File: config.mk
export PLATFORM = sky130hd
export DESIGN_NAME = multicycle_controller
export DESIGN_NICKNAME = d
export VERILOG_FILES = /design/src/rtl/multicycle_controller.sv
export SDC_FILE = /design/constraint.sdc
export NUM_CORES = 1
export LEC_CHECK = 0
export ABC_AREA = 1
export CAP_MARGIN = 15
export CORE_MARGIN = 1
export CORE_UTILIZATION = 44
export CTS_CLUSTER_DIAMETER = 50
export CTS_CLUSTER_SIZE = 8
export DETAILED_ROUTE_END_ITERATION = 8
export GPL_TIMING_DRIVEN = 0
export PLACE_DENSITY = 0.78
export SKIP_CTS_REPAIR_TIMING = 1
export SYNTH_ARGS = -nofsm -noshare
export SYNTH_HDL_FRONTEND = slang
export SYNTH_SLANG_ARGS = --single-unit
export TNS_END_PERCENT = 100
File: constraint.sdc
create_clock -name clk -period 2 [get_ports clk]
set_clock_uncertainty 0.2 [all_clocks]
set_input_delay 0.5 -clock clk [delete_from_list [all_inputs] [get_ports clk]]
set_output_delay 0.5 -clock clk [all_outputs]
set_load 0.05 [all_outputs]
File: src/rtl/multicycle_controller.sv
// Multicycle RISC-V control unit (lw, sw, R-type, I-ALU, beq, jal).
//
// A Moore FSM sequences each instruction through fetch, decode and the
// execute/memory/writeback states. Anything it cannot execute parks the FSM
// in a trap state with a sticky illegal flag, which only reset clears.
//
// Most outputs are registered. They are decoded from the next state, so each
// register already holds the value for the state being entered. irwrite and
// pcwrite also depend on mem_ready/zero in the current cycle, so they are
// combinational. immsrc is a pure decode of op.
//
// Ports
//   clk, rst_n       clock, asynchronous active-low reset
//   op, funct3,      instruction fields from the instruction register
//   funct7b5
//   zero             ALU result == 0
//   mem_ready        memory access completes this cycle
//   alucontrol       000 add, 001 sub, 010 and, 011 or
//   alusrca          00 PC, 01 old PC, 10 rs1
//   alusrcb          00 rs2, 01 imm, 10 constant 4
//   resultsrc        00 ALUOut, 01 read data, 10 ALU result
//   immsrc           00 I, 01 S, 10 B, 11 J
//   adrsrc, irwrite, memwrite, regwrite, pcwrite   datapath enables
//   illegal          sticky unsupported-instruction flag
module multicycle_controller #(
  parameter int unsigned XLEN = 32
) (
  input  logic       clk,
  input  logic       rst_n,
  input  logic [6:0] op,
  input  logic [2:0] funct3,
  input  logic       funct7b5,
  input  logic       zero,
  input  logic       mem_ready,
  output logic [2:0] alucontrol,
  output logic [1:0] alusrca,
  output logic [1:0] alusrcb,
  output logic [1:0] resultsrc,
  output logic [1:0] immsrc,
  output logic       adrsrc,
  output logic       irwrite,
  output logic       memwrite,
  output logic       regwrite,
  output logic       pcwrite,
  output logic       illegal
);

  // The controller never touches the datapath width; an RV32 datapath is the
  // narrowest this sequencing is meant for.
  if (XLEN < 32) begin : g_xlen_below_rv32
  end

  localparam logic [6:0] OpLoad   = 7'b0000011;
  localparam logic [6:0] OpStore  = 7'b0100011;
  localparam logic [6:0] OpReg    = 7'b0110011;
  localparam logic [6:0] OpImm    = 7'b0010011;
  localparam logic [6:0] OpBranch = 7'b1100011;
  localparam logic [6:0] OpJal    = 7'b1101111;

  localparam logic [2:0] AluAdd = 3'b000;
  localparam logic [2:0] AluSub = 3'b001;
  localparam logic [2:0] AluAnd = 3'b010;
  localparam logic [2:0] AluOr  = 3'b011;

  typedef enum logic [3:0] {
    StFetch,
    StDecode,
    StMemAdr,
    StMemRead,
    StMemWb,
    StMemWrite,
    StExecR,
    StExecI,
    StAluWb,
    StBeq,
    StJal,
    StTrap
  } state_e;

  state_e     state_q, state_d;
  logic [2:0] alucontrol_q, alucontrol_d;
  logic [1:0] alusrca_q, alusrca_d;
  logic [1:0] alusrcb_q, alusrcb_d;
  logic [1:0] resultsrc_q, resultsrc_d;
  logic       adrsrc_q, adrsrc_d;
  logic       memwrite_q, memwrite_d;
  logic       regwrite_q, regwrite_d;
  logic       illegal_q, illegal_d;

  // Only add/sub, and, or are implemented for R-type and I-ALU.
  logic       alu_funct3_ok;
  logic [2:0] alu_exec;

  always_comb begin
    alu_funct3_ok = (funct3 == 3'b000) || (funct3 == 3'b111) || (funct3 == 3'b110);
  end

  // ALU operation for the execute states; addi ignores funct7b5.
  always_comb begin
    alu_exec = AluAdd;
    case (funct3)
      3'b000:  alu_exec = (funct7b5 && (op == OpReg)) ? AluSub : AluAdd;
      3'b111:  alu_exec = AluAnd;
      3'b110:  alu_exec = AluOr;
      default: alu_exec = AluAdd;
    endcase
  end

  // Next-state logic.
  always_comb begin
    state_d = state_q;
    unique case (state_q)
      StFetch:    state_d = mem_ready ? StDecode : StFetch;
      StDecode: begin
        case (op)
          OpLoad,
          OpStore:  state_d = StMemAdr;
          OpReg:    state_d = alu_funct3_ok ? StExecR : StTrap;
          OpImm:    state_d = alu_funct3_ok ? StExecI : StTrap;
          OpBranch: state_d = (funct3 == 3'b000) ? StBeq : StTrap;
          OpJal:    state_d = StJal;
          default:  state_d = StTrap;
        endcase
      end
      StMemAdr:   state_d = (op == OpLoad) ? StMemRead : StMemWrite;
      StMemRead:  state_d = mem_ready ? StMemWb : StMemRead;
      StMemWb:    state_d = StFetch;
      StMemWrite: state_d = mem_ready ? StFetch : StMemWrite;
      StExecR,
      StExecI:    state_d = StAluWb;
      StAluWb:    state_d = StFetch;
      StBeq:      state_d = StFetch;
      StJal:      state_d = StAluWb;
      StTrap:     state_d = StTrap;
      default:    state_d = StFetch;
    endcase
  end

  // Moore outputs for the state being entered.
  always_comb begin
    alucontrol_d = AluAdd;
    alusrca_d    = 2'b00;
    alusrcb_d    = 2'b00;
    resultsrc_d  = 2'b00;
    adrsrc_d     = 1'b0;
    memwrite_d   = 1'b0;
    regwrite_d   = 1'b0;
    unique case (state_d)
      StFetch: begin
        alusrcb_d   = 2'b10;
        resultsrc_d = 2'b10;
      end
      StDecode: begin
        alusrca_d = 2'b01;
        alusrcb_d = 2'b01;
      end
      StMemAdr: begin
        alusrca_d = 2'b10;
        alusrcb_d = 2'b01;
      end
      StMemRead: begin
        adrsrc_d = 1'b1;
      end
      StMemWb: begin
        resultsrc_d = 2'b01;
        regwrite_d  = 1'b1;
      end
      StMemWrite: begin
        adrsrc_d   = 1'b1;
        memwrite_d = 1'b1;
      end
      StExecR: begin
        alusrca_d    = 2'b10;
        alucontrol_d = alu_exec;
      end
      StExecI: begin
        alusrca_d    = 2'b10;
        alusrcb_d    = 2'b01;
        alucontrol_d = alu_exec;
      end
      StAluWb: begin
        regwrite_d = 1'b1;
      end
      StBeq: begin
        alusrca_d    = 2'b10;
        alucontrol_d = AluSub;
      end
      StJal: begin
        alusrca_d = 2'b01;
        alusrcb_d = 2'b10;
      end
      StTrap: begin
      end
      default: begin
      end
    endcase
    illegal_d = illegal_q | (state_d == StTrap);
  end

  // Reset values are the FETCH outputs with every enable off.
  always_ff @(posedge clk or negedge rst_n) begin
    if (!rst_n) begin
      state_q      <= StFetch;
      alucontrol_q <= AluAdd;
      alusrca_q    <= 2'b00;
      alusrcb_q    <= 2'b10;
      resultsrc_q  <= 2'b10;
      adrsrc_q     <= 1'b0;
      memwrite_q   <= 1'b0;
      regwrite_q   <= 1'b0;
      illegal_q    <= 1'b0;
    end else begin
      state_q      <= state_d;
      alucontrol_q <= alucontrol_d;
      alusrca_q    <= alusrca_d;
      alusrcb_q    <= alusrcb_d;
      resultsrc_q  <= resultsrc_d;
      adrsrc_q     <= adrsrc_d;
      memwrite_q   <= memwrite_d;
      regwrite_q   <= regwrite_d;
      illegal_q    <= illegal_d;
    end
  end

  always_comb begin
    immsrc = 2'b00;
    case (op)
      OpStore:  immsrc = 2'b01;
      OpBranch: immsrc = 2'b10;
      OpJal:    immsrc = 2'b11;
      default:  immsrc = 2'b00;
    endcase
  end

  // rst_n gates the input-dependent enables, which would otherwise follow
  // mem_ready while the FSM is held in FETCH by reset.
  always_comb begin
    irwrite = rst_n && (state_q == StFetch) && mem_ready;
    pcwrite = rst_n && (((state_q == StFetch) && mem_ready) ||
                        ((state_q == StBeq) && zero) ||
                        (state_q == StJal));
  end

  assign alucontrol = alucontrol_q;
  assign alusrca    = alusrca_q;
  assign alusrcb    = alusrcb_q;
  assign resultsrc  = resultsrc_q;
  assign adrsrc     = adrsrc_q;
  assign memwrite   = memwrite_q;
  assign regwrite   = regwrite_q;
  assign illegal    = illegal_q;

endmodule

==> results of run 1 <==
## kinds of logic (layout without fill, tap and decap cells)
kind of cell,after synthesis,after routing,share of synthesized area [%]
buf+inv,22,63,9.299
compound gates,8,8,5.931
simple gates,72,72,40.97
flops,16,16,43.40
other cells,1,1,0.4039
## worst max-delay path, cell delays in order (launching register included)
cell	delay [ps]
dfrtp_1	420
nor2_4	150
nand4_1	210
o22ai_2	190
buf_6	180
## how the worst max path moves through the flow
stage               startpoint         to  slack, ps
detailed placement       rst_n    pcwrite      -1370
global placement         rst_n    pcwrite      -1350
global route        state_q[3]    pcwrite       -200
finish              state_q[3]    pcwrite       -120
floorplan                op[2]  immsrc[0]       -190
CTS                      rst_n    pcwrite      -1370
## layout make-up
type / count / share of cell area [%]
repair buffers: 37 / 26.20
multi-input cells: 81 / 35.31
well taps: 27 / 2.320
plain buffers: 1 / 0.5155
flip-flops and latches: 16 / 27.75
inverters: 21 / 5.412
clock buffers: 4 / 2.491
## stage by stage
stage / cells / cell area, µm² / utilization, % / worst slack [ps] / total power, mW
after floorplan: 119 / 942.2 / - / -192.1 / 0.3553
after detailed placement: 176 / 1276 / 64.39 / -1373 / 0.3966
final: 187 / 1456 / 73.48 / -121.4 / 0.6044
after global routing: 187 / 1456 / 73.48 / -195.6 / 0.6284
after global placement: 176 / 1276 / 64.39 / -1353 / 0.3949
after CTS: 180 / 1313 / 66.22 / -1374 / 0.6019
## report_power, final
part           internal (mW)  total (mW)  switching [mW]  leakage (nW)
Combinational         0.0329      0.0758          0.0430         0.753
Sequential             0.323       0.323               0         0.194
Clock                  0.110       0.205          0.0946        0.0210
Total                  0.467       0.604           0.138         0.968
## cell usage in the layout, fill, tap and decap left out, drive strengths merged, types with 3 or more instances in the layout
master / n
nand2: 30
buf: 11
inv: 20
dfrtp: 14
nor2: 17
clkdlybuf4s50: 5
nand4: 5
nand3: 16
o21ai: 3
clkbuf: 8
dlymetal6s2s: 16
## per-layer routing
metal / wire, µm / GRT usage [%] / part of all wire, %
met1: 772 / 18.39 / 36
met2: 1190 / 35.68 / 56
met3: 117 / 5.660 / 5.5
met4: 44 / 5.000 / 2.1
met5: 0 / 0 / 0
## registers in the layout, summed over array words and instances, names as in the netlist
| name | count |
|---|---|
| adrsrc | 1 |
| resultsrc | 2 |
| memwrite | 1 |
| regwrite | 1 |
| alucontrol | 2 |
| alusrcb | 2 |
| alusrca | 2 |
| state_q | 4 |
| illegal | 1 |
==> results.tsv, run 1 <==
metric	value	unit
worstMarginPinSlew	605.8	ps
slew_headroom	59.48	%
r2r_slack	290	ps
grt_first_pass_wirelength	2870	µm
core-area	1982	µm²
synth_nets	134	
rsz0062_at_grt	yes	
failed_checks	setup timing	
hold_path_end	illegal	
grt_start_max_net_pins	19	
synth_cell_types	26	
finalMaxSlewViolations	0	
synth_area_leaders	dfrtp_1 (38%), nand2_1 (11%), nand3_1 (6.5%), dfstp_2 (5.7%), inv_1 (5.7%)	
syn_inst	119	
num-fill-cells	144	
die_h	47.94	µm
ios	32	
tns	-221.6	ps
vias	936	
placementRows	16	
die-area	2298	µm²
path_class	register to primary output	
port-buffer-count	30	
leakage	0.9677	nW
fin_ws	-121.4	ps
route.detailed.drc	0	
antenna_found_initial	0	
numCtsBuffers	3	
crit_path_end_kind	primary output	
dp_hpwl	1504	µm
yosys_warnings	0	
cp_max_fo	4	
syn2layout_area_growth	56.87	%
totalWireLength	2125	µm
viasPerCell	5.005	
hold_slack	272.9	ps
clkLatencyLatePin	270	ps
reg2reg_to	alusrcb[0]	
wl_per_cell	11.36	µm
hold_depth	2	
syn_avg_cell_area	7.802	µm²
hold_path_startpoint	illegal	
dieWidth	47.94	µm
fin_crit	2121	ps
grt_util_all_layers	18.29	%
yosysSeqAreaShare	43.40	%
ys_async_sr_fraction	100.0	%
min_path_type	register to register	
rr_startpoint	state_q[3]	
clk_path_buf_depth	2	
period_share	106.1	%
root_buffer	clkbuf_4	
synthFlopType	dfrtp_1	
hold_violations	0	
dr.pass1.iters	4	
cts_tree	built	
fmax	0.4714	GHz
critPathArrivalTime	1420	ps
ir_drop	0.0003899	V
cts.sinks	16	
multi_input_area	514.2	µm²
drive_gt1_share	37.50	%
power.density	415.0	nW/µm²
synth-edff-count	0	
fin_nets	176	
setup_viol	2	
synth_area	928.4	µm²
first_global_vias	751	
ys_top_cells_by_count	nand2_1 (26), dfrtp_1 (14), inv_1 (14)	
insertedDiodeCount	0	
yosysMostFrequentCell	nand2_1	
drtIter0Drc	15	
cp-start-kind	register	
rr_worst_depth	9	
seqCellArea	404.1	µm²
ys_ff_latch	16	
yosysTopAreaCell	dfrtp_1	
cp.required	1300	ps
initial_core_util	46.84	%
gp_congestion	0.7534	
cap_violations	0	
status	finished, violations left	
yosys.area.top_type_share	37.74	%
detail-route-antenna-nets	0	
cts_max_level	1	
grt_overflow	0	
clkSlewWorstSetupHoldPaths	90	ps
No activity file was read; power rests on OpenSTA's default activity.
==> run 2, diff against run 1 <==
Settings changed: ABC_AREA 1 to unset, PLACE_DENSITY 0.78 to 0.84.
==> run 2 against run 1 <==
First-iteration DRC count is 13% lower. Synthesized cell count decreased by 18%. The flow still finishes with violations (setup timing). Wire length rose by 15%. Highest routed layer unchanged. Register-to-register slack worse by 490 ps. Total power rose to 3.3 times the previous value. Worst setup slack got worse by 210 ps.
==> results.tsv, run 2 <==
metric	value	unit	change
hold_slack	257.3	ps	-15.64 ps
cp_cell_sequence	nor2_4 > nand2_2 > or3_4 > nor2_4 > buf_8		
finalMaxSlewViolations	0		unchanged
cp-start-kind	register		
core-area	1962	µm²	-1.0%
largest_reg_flops	4		unchanged
slew_headroom	59.41	%	-0.071 points
setup_viol	12		+10
crit_top_cell	nor2_4		
p_int	1.062	mW	+130%
placementRows	16		unchanged
final_common_cell	dlymetal6s2s_1		
clkLatencyLatePin	280	ps	about the same
yosys.area.top_type_share	38.25	%	+0.52 points
dr.pass1.iters	4		unchanged
cts_tree	built		
grt_first_pass_wirelength	2980	µm	+3.8%
cp_top_family	simple AND/OR/NAND/NOR gates		
fin_nets	156		-11%
ys_ff_latch	16		unchanged
seqCellArea	405.4	µm²	+0.31%
fin_crit	2332	ps	+210.3 ps
cts.sinks	16		unchanged
yosysMostFrequentCell	dfrtp_1		
numCtsBuffers	3		unchanged
rsz0062_at_grt	yes		
grt_util_all_layers	18.52	%	+0.22 points
top_register	state_q		
synth_area	915.9	µm²	-1.3%
wl_per_cell	14.62	µm	+29%
dp_hpwl	1628	µm	+8.2%
min_path_type	input pin to register		
leakage	0.8314	nW	-14%
path_class	register to primary output		
insertedDiodeCount	0		unchanged
die_h	47.63	µm	-0.65%
yosys_warnings	0		unchanged
p_sw_share	47.02	%	+24 points
worstMarginPinSlew	606.8	ps	+1.058 ps
yosysSeqAreaShare	43.99	%	+0.59 points
syn2layout_area_growth	63.39	%	
dieWidth	47.63	µm	-0.65%
ios	32		unchanged
ys_async_sr_fraction	100.0	%	unchanged
cap_violations	0		unchanged
synthFlopType	dfrtp_1		
port-buffer-count	30		unchanged
seq_power_share	26.0	%	-28 points
fin_ws	-331.7	ps	-210.3 ps
clkSlewWorstSetupHoldPaths	90	ps	about the same
p_clk_share	10.4	%	-23 points
combPwrFrac	63.7	%	+51 points
failed_checks	setup timing		
num-fill-cells	150		+4.2%
gp_congestion	0.8494		+13%
fmax	0.4289	GHz	-9.0%
net-switching-power	0.9426	mW	+590%
hold_violations	0		unchanged
tns	-1875	ps	-1653 ps
yosysTopAreaCell	dfrtp_1		
initial_core_util	46.68	%	-0.16 points
ys_top_cells_by_count	dfrtp_1 (14), nand2_1 (11), nor2_1 (10)		
cts_max_level	1		unchanged
viasPerCell	5.455		+9.0%
ir_drop	0.0008268	V	+110%
grt_overflow	0		unchanged
drtIter0Drc	13		-2
detail-route-antenna-nets	0		unchanged
synth_area_leaders	dfrtp_1 (38%), dfstp_2 (5.7%), nand2_1 (4.5%), nand3b_1 (4.1%), nor2_1 (4.1%)		
root_buffer	clkbuf_4		
syn_avg_cell_area	9.346	µm²	+20%
clk_path_buf_depth	2		unchanged
first_global_vias	734		-2.3%
period_share	116.6	%	+11 points
final_cell_area	1496	µm²	+2.7%
antenna_found_initial	0		unchanged
place_area	1349	µm²	+5.7%
die-area	2268	µm²	-1.3%
vias	911		-2.7%
crit_path_end_kind	primary output		
route.detailed.drc	0		unchanged
syn_inst	98		-18%
power.density	1340	nW/µm²	+220%
synth-edff-count	0		unchanged
grt_start_max_net_pins	18		-1
slowest_stage	dfrtp_2		
power	2.005	mW	+230%
drive_gt1_share	40.00	%	+2.5 points
status	finished, violations left		
synth_nets	113		-16%
dp_slack	-1417	ps	-44.00 ps
cp.required	1300	ps	about the same
multi_input_area	595.6	µm²	+16%
path_buf_inv	1		unchanged
critPathArrivalTime	1630	ps	+210 ps
totalWireLength	2442	µm	+15%
cp_max_fo	6		+2
synth_cell_types	38		+46%
layout_common_cells	dlymetal6s2s_1 (16), dfrtp_1 (12), nand2_1 (9), buf_4 (8), nor2_1 (7)		
critical-path-max-stage-delay	480	ps	+60 ps
## run 2: power groups by stage
stage	combinational, mW	sequential (mW)	clock, mW
6_report	1.28	0.521	0.208
5_1_grt	1.35	0.532	0.224
4_1_cts	1.20	0.507	0.207
3_5_place_dp	1.20	0.514	0
3_3_place_gp	1.18	0.508	0
2_1_floorplan	0.681	0.727	0
## run 2: final timing paths
path | end | from | slack, ps | cells after the start
hold / removal | alucontrol[0] | funct3[0] | 260 | 2
max in group asynchronous | state_q[2] | rst_n | 570 | 2
min in group asynchronous | alucontrol[0] | rst_n | 600 | 2
hold reg to reg | illegal | illegal | 300 | 1
setup reg to reg | alusrca[1] | state_q[2] | -200 | 7
setup / recovery | irwrite | state_q[3] | -330 | 5
## run 2: kinds of logic (layout without fill, tap and decap cells)
group,Yosys count,after routing,share of synthesized area (%)
AND/OR/NAND/NOR,59,59,39.34
flip-flops,16,16,43.99
AO/OA/AOI/OAI,15,15,12.16
other,1,1,0.4094
XOR/XNOR,1,1,0.9565
buffers and inverters,6,48,3.142
## run 2: area by class of cell
cell class | instances | share of cell area, %
plain buffers | 4 | 1.923
clock buffers | 4 | 2.425
inverters | 1 | 0.2508
multi-input cells | 76 | 39.80
flip-flops and latches | 16 | 27.09
well taps | 27 | 2.258
repair buffers | 39 | 26.25
## run 2: stage by stage
step,instances,util [%]
after global placement,155,68.75
after CTS,159,70.60
after detailed placement,155,68.75
after floorplan,98,-
after global routing,167,76.28
final,167,76.28
## run 2: metal layers
metal  global-route usage (%)  up-vias  wire (µm)
met5                        0        -          0
met4                    3.333        0         17
met3                    6.415        2        102
met2                    31.51       30       1313
met1                    23.02      443       1008
li1                         -      436          -
==> run 3, diff against run 2 <==
Settings changed: CAP_MARGIN 15 to unset.
==> results of run 3 <==
No change in the layout: final DEF, timing and power equal those of run 2.
